**src/rtl/count_sequencer.sv**
```systemverilog
// Two-phase ownership sequencer for a shared up-counter, with a live
// req1 -> (count <= LIMIT) property monitor and sticky error flag.
module count_sequencer #(
  parameter int unsigned WIDTH  = 4,
  parameter int unsigned THRESH = 2,
  parameter int unsigned LIMIT  = 5
) (
  input  logic             clk,
  input  logic             rst,
  input  logic             start,
  input  logic             abort,
  input  logic             req1,
  input  logic             req2,
  output logic             gnt1,
  output logic             gnt2,
  output logic [WIDTH-1:0] count,
  output logic             busy,
  output logic             done,
  output logic             valid,
  output logic             err
);

  typedef enum logic [1:0] {
    S_IDLE = 2'd0,
    S_PH1  = 2'd1,
    S_PH2  = 2'd2,
    S_DONE = 2'd3
  } state_t;

  localparam logic [WIDTH-1:0] THRESH_W = WIDTH'(THRESH);
  localparam logic [WIDTH-1:0] LIMIT_W  = WIDTH'(LIMIT);

  state_t           r_state;
  state_t           w_state_nxt;
  logic [WIDTH-1:0] r_count;
  logic [WIDTH-1:0] w_count_nxt;
  logic [WIDTH-1:0] w_count_inc;
  logic             r_done;
  logic             r_err;
  logic             r_req1_q;
  logic             w_gnt1;
  logic             w_gnt2;
  logic             w_valid;

  // Grants are combinational and suppressed while reset is asserted.
  assign w_gnt1      = !rst && (r_state == S_PH1) && req1;
  assign w_gnt2      = !rst && (r_state == S_PH2) && req2;
  assign w_count_inc = r_count + WIDTH'(1);
  assign w_valid     = !r_req1_q || (r_count <= LIMIT_W);

  // State register and datapath flops.
  always_ff @(posedge clk) begin
    if (rst) begin
      r_state  <= S_IDLE;
      r_count  <= '0;
      r_done   <= 1'b0;
      r_err    <= 1'b0;
      r_req1_q <= 1'b0;
    end else begin
      r_state  <= w_state_nxt;
      r_count  <= w_count_nxt;
      r_done   <= (w_state_nxt == S_DONE);
      r_err    <= r_err || !w_valid;
      r_req1_q <= req1;
    end
  end

  // Next-state and next-count logic; abort outranks phase hand-off.
  always_comb begin
    w_state_nxt = r_state;
    w_count_nxt = r_count;
    if (w_gnt1 || w_gnt2) begin
      w_count_nxt = w_count_inc;
    end
    case (r_state)
      S_IDLE: begin
        if (start) begin
          w_state_nxt = S_PH1;
          w_count_nxt = '0;
        end
      end
      S_PH1: begin
        if (abort) begin
          w_state_nxt = S_IDLE;
        end else if (w_gnt1 && (w_count_inc == THRESH_W)) begin
          w_state_nxt = S_PH2;
        end
      end
      S_PH2: begin
        if (abort) begin
          w_state_nxt = S_IDLE;
        end else if (w_gnt2 && (w_count_inc == LIMIT_W)) begin
          w_state_nxt = S_DONE;
        end
      end
      S_DONE: begin
        w_state_nxt = S_IDLE;
      end
      default: begin
        w_state_nxt = S_IDLE;
      end
    endcase
  end

  assign gnt1  = w_gnt1;
  assign gnt2  = w_gnt2;
  assign count = r_count;
  assign busy  = (r_state == S_PH1) || (r_state == S_PH2);
  assign done  = r_done;
  assign valid = w_valid;
  assign err   = r_err;

endmodule
```
**config.mk**
```make
export PLATFORM = sky130hd
export DESIGN_NAME = count_sequencer
export DESIGN_NICKNAME = d
export VERILOG_FILES = /design/src/rtl/count_sequencer.sv
export SDC_FILE = /design/constraint.sdc
export NUM_CORES = 1
export LEC_CHECK = 0
export BUFFER_PORTS_ARGS = -buffer_cell sky130_fd_sc_hd__clkbuf_2
export CAP_MARGIN = 10
export CORE_MARGIN = 5
export CORE_UTILIZATION = 40
export DETAILED_ROUTE_END_ITERATION = 8
export PLACE_DENSITY = 0.67
export SLEW_MARGIN = 30
export SYNTH_ARGS = -nofsm -noshare
export SYNTH_HDL_FRONTEND = slang
export SYNTH_SLANG_ARGS = --single-unit
```
**constraint.sdc**
```tcl
create_clock -name clk -period 2.3 [get_ports clk]
set_input_delay 0.115 -clock clk [delete_from_list [all_inputs] [get_ports clk]]
set_output_delay 0.115 -clock clk [all_outputs]
set_load 0.02 [all_outputs]
```
After elaboration in Yosys (flattened, before gate mapping):

Cells that the tools add are included.

* register bits after elaboration: 9
* bits of input ports: 6
* output and inout bits: 10

* add/subtract/negate cells: 1
* order comparisons: 1
* equality and inequality tests: 6
* muxes and demuxes: 9
* reduce and logical (&&, ||, !) cells: 14

Operator list (number)
* $mux 4: 3
* $mux 2: 5
* $pmux 2 s4: 1
* $eq 2x2->1 const B: 3
* $logic_and 1x1->1: 6
* $add 4x1->4 const B: 1
* $eq 4x2->1 const B: 1
* $eq 4x3->1 const B: 1
* $le 4x3->1 const B: 1
* $logic_or 1x1->1: 4
* $logic_not 1->1: 3
* $eq 2x1->1 const B: 1
* $logic_not 2->1: 1

Depth between registers and ports, before layout:

Gate-level depths: netlist (run 1).

* depth after elaboration: 8
* depth in mapped cells: 8
* depth with buffers taken out: 7

Worst setup path after synthesis (run 1):

No wires, ideal clock.

* kind: flip-flop to flip-flop
* start point: register r_state[0]
* end point: register r_count[3] (netlist: count[3])
* library setup time: 0.115 ns
* data arrival time: 1.553 ns
* data required time: 2.185 ns
* path slack: 0.633 ns
* stages on the path, launching flop included: 9
* clock period less this slack: 1.667 ns
* cells stage by stage: dfxtp_1 inv_1 ha_1 and3b_1 or2_1 buf_2 nor2b_1 xnor2_1 nor2_1

* word-level cells in the longest chain between the ends: 7

RTL lines
* start, declared: RTL line 33 `state_t r_state;`
* start signal, assigned: RTL line 60 `r_state <= w_state_nxt;`
* $eq 2x2->1 (*): RTL line 47 `assign w_gnt2 = !rst && (r_state == S_PH2) && req2;`
* $logic_and 1x1->1 (*) (2 in a row): RTL line 47
* via gnt2: RTL line 15 `output logic gnt2,`
* $logic_or 1x1->1 (*): RTL line 72 `if (w_gnt1 || w_gnt2) begin`
* $mux 4 (*): RTL line 72
* $mux 4: RTL line 77 `if (start) begin`
* $mux 4 (*): RTL line 75 `case (r_state)`
* end signal, assigned: RTL line 61 `r_count <= w_count_nxt;`
* end, declared: RTL line 35 `logic [WIDTH-1:0] r_count;`

Mark *: on every way through the listed nets, which the timed path passes. The rest lies on a longest branch.
A chain may end at the register's enable or synchronous reset.

Worst setup path in the final report (run 1):

* start point: register r_state[0]
* end point: register r_count[3] (netlist: count[3])

* word-level cells in the longest chain between the ends: 7

RTL lines (RTL line)
* $eq 2x1->1 / $eq 2x2->1 (equally long branches): 46, 47
* $logic_and 1x1->1, on equally long branches (2 in a row): 46, 47
* $logic_or 1x1->1: 72
* $mux 4: 72
* $mux 4: 77
* $mux 4 (*): 75

Every way passes the cells marked *; elsewhere a longest branch is shown, timed or not.

==> qor.txt, run 1 <==
WHS Endpoint -> r_req1_q
Arr. time, crit path -> 1.90 ns
Clk_skew -> 0.00366 ns
Run status -> finished, final reports clean
Vias in the first global route -> 452
Fmax -> 574 MHz
Largest net degree at the start of global routing -> 9
Synthesized flop and latch total -> 9
Critical path's slowest cell -> dfxtp_1
Final min period -> 1.74 ns
Crit path kind -> reg2reg
Commonest non-fill, non-tap cell in the layout -> clkbuf_2
Layout area overhead -> 20.9%
R2R setup slack -> 0.56 ns
Chip width -> 47.1 microns
Worst-Skew Late Latency -> 0.26 ns
Clk slew on worst S/H paths -> 0.06 ns
Initial Util -> 42.4%
Worst-path fanout max -> 5
Syn Area/Cell -> 8.90 sq um
HP Start -> req1
CTS root buf -> clkbuf_4
Fin. max-slew vios -> 0
Std-Cell Rows -> 13
Die ar. -> 2220 sq um
Syn Std Cell Area -> 552 sq um
Die Y -> 47.1 microns
Leak Pwr -> 0.292 nW
Tcrit/Tclk final -> 75.7%
Share of cells above drive strength 1 -> 31.3%
CTS Buf Count -> 3
Most frequent cells in the layout -> clkbuf_2 (15), dfxtp_1 (9), nor2_1 (8), ha_1 (8), inv_1 (5)
Count of final setup violators -> 0
H-tree depth -> 1
Gate count of the mapped netlist -> 62
Max Used Layer -> met3
RR Startpoint -> r_state[0]
Post_cts resized -> 0
Fill cells -> 128
Slew margin rel. -> 81.0%
Vias per Instance -> 5.01
DR DRC count -> 0
Initial antenna violation count -> 0
Antenna Cells -> 0
Unrepaired setup endpoints after global routing -> no
Yosys cell types -> 26
Worst Hold Depth -> 2
Core Box Area -> 1300 sq um
GRT overflow -> 0
M1 wire length -> 491 microns
Tot GR Track Use -> 12.3%
Reg area -> 180 sq um
Power per standard cell area -> 494 nW/um^2
GPL Wtd Cong -> 0.794
CTS tree -> yes
CP peak stage delay -> 0.38 ns
Seq/Total Area, Yosys -> 32.7%
Vias -> 476
Setup TNS -> 0 ns
Worst slack at placement -> 0.593 ns
Reg2reg end -> count[3]
Crit. End Element -> register
CTS Hold Bufs -> 0
CP cell instances -> inv_1, ha_1, and3b_1, or2_1, nor2b_1, xnor2_1, nor2_1
Synthesized Nets -> 76
Met3 wire len -> 70 microns
CP Launch Type -> register
Metal2 WL -> 620 microns
Reg2reg path depth -> 7
Worst min path class -> in2reg
WL final -> 1.18 mm
First-pass GRT wire length -> 1.88 mm
First-pass DRT Iterations -> 4
Final hold vios -> 0
Final ANT Viol Nets -> 0
DP Wirelength -> 951 microns
Footprint of the multi-input gates -> 348 sq um
Iteration-0 DRC Markers -> 7
Sink Count -> 9
Final #Nets -> 95
Max clock buf depth -> 2
Actual slew at the worst max-slew pin -> 0.283 ns
Routed wire per std cell -> 12.4 microns
Port-buffer cells -> 15
I/O Pins -> 16
Worst Path Required -> 2.46 ns
Post-CTS Setup Bufs -> 0
Ys Warns -> 0
Setup WS post-layout -> 0.558 ns
Max-cap violation count -> 0
Worst IR drop on VDD -> 317 uV
-- logic make-up (layout without fill, tap and decap cells) --
group                      count (synthesis)  in the layout  share of synthesized area, %
xor gates and xnor gates                   5              5                          7.94
AOI/OAI and AO/OA                         11             11                          12.7
and+or+nand+nor                           23             23                          24.3
adders and majority gates                  8              8                          18.1
DFF                                        9              9                          32.7
buffers and inverters                      6             24                          4.31
-- power by group --
group          internal [W]  switching, W
Sequential         0.000159    0.00000304
Clock             0.0000671     0.0000591
Combinational     0.0000176     0.0000233
Total              0.000244     0.0000855
-- per-layer routing --
metal  up-vias  GRT usage, %
met1       219          13.8
li1        243             -
met2        14          20.9
met3         0          5.75
met4         0          3.31
met5         -             0
-- worst max path at each step --
stage | startpoint | to | slack (ns)
finish | r_state[0] | count[3] | 0.56
CTS | r_state[0] | count[3] | 0.57
global route | r_state[0] | count[3] | 0.48
global placement | r_state[0] | count[3] | 0.65
floorplan | r_state[0] | count[3] | 0.63
detailed placement | r_state[0] | count[3] | 0.59
-- cells in the mapped netlist (all sizes together) --
cell type	n	area, sq um
a21o	1	8.76
a21oi	4	20.0
a31o	1	8.76
and2b	1	8.76
and3b	2	18.8
buf	1	5.00
dfxtp	9	180
ha	8	100
inv	5	18.8
nand2	3	11.3
nand3	2	15.0
nor2	8	30.0
nor2b	1	6.26
nor3b	1	7.51
o21ai	3	15.0
o31a	1	8.76
o41ai	1	8.76
or2	2	12.5
or3	2	13.8
or4b	1	10.0
xnor2	4	35.0
xor2	1	8.76
-- critical path, delay by kind of cell (launching register included) --
| kind | cells | cell delay [ns] |
|---|---|---|
| adder cells (fa/ha/maj) | 1 | 0.25 |
| flip-flops | 1 | 0.38 |
| AND/OR/NAND/NOR | 4 | 0.75 |
| buffers and inverters | 1 | 0.10 |
| XOR/XNOR | 1 | 0.16 |
-- area by class of cell --
type / instances / area share (%)
clock buffer: 4 / 3.94
inverter: 5 / 2.81
multi-input combinational: 47 / 52.2
sequential: 9 / 27.0
tap: 15 / 2.81
timing repair buffer: 15 / 11.3
-- per-stage QoR --
step           cells  cell area (sq um)  hold slack (ns)  utilization [%]  total power (W)
6_report          95                667           0.0865             51.2         0.000329
5_1_grt           95                667           0.0832             51.2         0.000349
4_1_cts           95                667           0.0789             51.2         0.000333
3_5_place_dp      91                641            0.355             49.2         0.000207
3_3_place_gp      91                641            0.350             49.2         0.000206
2_1_floorplan     62                552            0.184                -         0.000192
-- sequential cells by signal, summed over array words and instances (netlist names) --
name and cells:
count 4, done 1, err 1, r_req1_q 1, r_state 2
No activity file was read; power rests on OpenSTA's default activity.
==> run 2, diff against run 1 <==
--- a/config.mk
+++ b/config.mk
@@ -10,7 +10,7 @@
 export CORE_MARGIN = 5
 export CORE_UTILIZATION = 40
 export DETAILED_ROUTE_END_ITERATION = 8
-export PLACE_DENSITY = 0.67
+export PLACE_DENSITY = 0.7
 export SLEW_MARGIN = 30
 export SYNTH_ARGS = -nofsm -noshare
 export SYNTH_HDL_FRONTEND = slang
==> constraint.sdc (replaced) <==
create_clock -name clk -period 1.4 [get_ports clk]
set_input_delay 0.07 -clock clk [delete_from_list [all_inputs] [get_ports clk]]
set_output_delay 0.07 -clock clk [all_outputs]
set_load 0.02 [all_outputs]
==> run 2 against run 1 <==
Effect of this change:
- the run now ends with setup timing left
- critical path depth unchanged
- cell count increased by 20%
- sequential power increased by 66%
- global-route usage increased by 2.2 points
- non-clock buffer count increased by 19
- worst hold slack got worse by 0.047 ns
- sequential cell count unchanged
- sequential share of layout area decreased by 6.2 points
==> qor.txt, run 2 (synthesis gave the netlist of run 1 again) <==
Run status -> finished with violations
Violated checks -> setup timing
Net switching fraction of the power -> 28.2% (+2.3 points)
Reg area -> 189 sq um (+4.9%)
Combinational share of power -> 16.3% (+3.9 points)
Fmax -> 632 MHz (+10%)
Tot GR Track Use -> 14.4% (+2.2 points)
Initial antenna violation count -> 0 (unchanged)
Fin. max-slew vios -> 0 (unchanged)
Std-Cell Rows -> 13 (unchanged)
Clk pwr share -> 37.1% (-1.2 points)
Max-cap violation count -> 0 (unchanged)
Chip width -> 47.1 microns (unchanged)
Setup WS post-layout -> -0.181 ns (-0.739 ns)
Count of final setup violators -> 11 (+11)
Leak Pwr -> 0.394 nW (+35%)
WL final -> 1.50 mm (+27%)
Final ANT Viol Nets -> 0 (unchanged)
Final #Nets -> 114 (+20%)
Footprint of the multi-input gates -> 417 sq um (+20%)
Antenna Cells -> 0 (unchanged)
Worst Path Required -> 1.61 ns (-0.85 ns)
CTS tree -> yes
Sequential power share -> 46.6% (-2.6 points)
First-pass DRT Iterations -> 4 (unchanged)
Worst min path class -> in2reg
Vias in the first global route -> 502 (+11%)
Sink Count -> 9 (unchanged)
Worst-Skew Late Latency -> 0.27 ns (about the same)
Port-buffer cells -> 15 (unchanged)
Vias -> 571 (+20%)
Fill cells -> 100 (-22%)
Most frequent cells in the layout -> buf_4 (18), clkbuf_2 (13), nor2_1 (7)
Unrepaired setup endpoints after global routing -> yes
Actual slew at the worst max-slew pin -> 0.311 ns (+0.0281 ns)
Share of cells above drive strength 1 -> 67.7% (+36 points)
Final min period -> 1.58 ns (-0.161 ns)
Metal2 WL -> 671 microns (+8.2%)
Arr. time, crit path -> 1.79 ns (-0.11 ns)
I/O Pins -> 16 (unchanged)
Slew margin rel. -> 79.1% (-1.9 points)
Largest net degree at the start of global routing -> 9 (unchanged)
GRT overflow -> 0 (unchanged)
Most flop-heavy register -> count
H-tree depth -> 1 (unchanged)
Layout area overhead -> 64.9%
Final hold vios -> 0 (unchanged)
Die Y -> 47.1 microns (unchanged)
M1 wire length -> 691 microns (+41%)
Clk_skew -> 0.00481 ns (+0.00115 ns)
R2R setup slack -> -0.18 ns (-0.74 ns)
Worst hold-check slack -> 0.0399 ns (-0.0466 ns)
Met3 wire len -> 128 microns (+83%)
Tcrit/Tclk final -> 113% (+37 points)
CP Launch Type -> register
Crit. End Element -> register
CTS root buf -> clkbuf_4
Crit path kind -> reg2reg
Routed wire per std cell -> 13.1 microns (+5.5%)
GPL Wtd Cong -> 0.859 (+8.2%)
Int Power -> 0.000414 W (+70%)
Max Used Layer -> met4
Vias per Instance -> 5.01 (about the same)
Iteration-0 DRC Markers -> 14 (+7)
CTS Hold Bufs -> 0 (unchanged)
Initial Util -> 42.4% (unchanged)
Sw power -> 0.000163 W (+90%)
Die ar. -> 2220 sq um (unchanged)
Core Box Area -> 1300 sq um (unchanged)
DP Wirelength -> 1.01 mm (+5.7%)
First-pass GRT wire length -> 2.15 mm (+14%)
Top Registers -> count (4), r_state (2)
DR DRC count -> 0 (unchanged)
CTS Buf Count -> 3 (unchanged)
Max clock buf depth -> 2 (unchanged)
Clk slew on worst S/H paths -> 0.07 ns (about the same)
Total power -> 0.000576 W (+75%)
Largest register FFs -> 4 (unchanged)
Worst-path fanout max -> 3 (-2)
Commonest non-fill, non-tap cell in the layout -> buf_4
Worst IR drop on VDD -> 476 uV (+50%)
Power per standard cell area -> 633 nW/um^2 (+28%)
run 2: power groups by stage:
stage / logic [W] / registers (W) / clock network (W)
2_1_floorplan: 0.0000474 / 0.000273 / 0
3_3_place_gp: 0.0000789 / 0.000272 / 0
3_5_place_dp: 0.0000797 / 0.000272 / 0
4_1_cts: 0.0000834 / 0.000269 / 0.000217
5_1_grt: 0.000105 / 0.000269 / 0.000237
6_report: 0.0000937 / 0.000269 / 0.000214
run 2: repair_timing:
action                                  in CTS  in global routing
gates resized for setup                     10                 15
endpoints found under the setup margin       8                 11
endpoints found under the hold margin        0                  0
buffers inserted                             2                  5
pin swaps                                    4                  5
cloned                                       0                  0
run 2: path summary, 6_finish.rpt:
path                            startpoint        to  cells after the start
worst max-delay path            r_state[0]      done                      7
worst min-delay path                  req1  r_req1_q                      2
worst max register to register  r_state[0]      done                      7
worst min register to register         err       err                      2
run 2: metrics by stage:
stage / cell area (sq um) / setup slack [ns] / TNS [ns] / std cells / utilization, %
after CTS: 832 / -0.162 / -0.762 / 109 / 63.9
after global routing: 910 / -0.229 / -1.77 / 114 / 69.9
after detailed placement: 753 / -0.177 / -0.644 / 103 / 57.9
final: 910 / -0.181 / -1.05 / 114 / 69.9
after floorplan: 574 / -0.166 / -0.771 / 62 / -
after global placement: 753 / -0.135 / -0.457 / 103 / 57.9
run 2: critical path: stages, from the launching register on:
cell	delay, ns
dfxtp_4	0.37
inv_4	0.08
ha_4	0.13
and3b_2	0.21
nand2_2	0.07
or3_1	0.31
a31o_1	0.21
a21oi_2	0.13
run 2: area by class of cell:
type                    count  share of cell area, %
multi-input cells          47                   45.8
well taps                  15                   2.06
inverters                   5                   2.61
repair buffers             34                   25.7
flip-flops and latches      9                   20.8
clock buffers               3                   2.48
clock inverters             1                  0.550
run 2: routing by layer:
layer  vias to the layer above  track usage, %
li1                        285               -
met1                       260            16.5
met2                        24            23.0
met3                         2            6.51
met4                         0            6.63
met5                         -               0
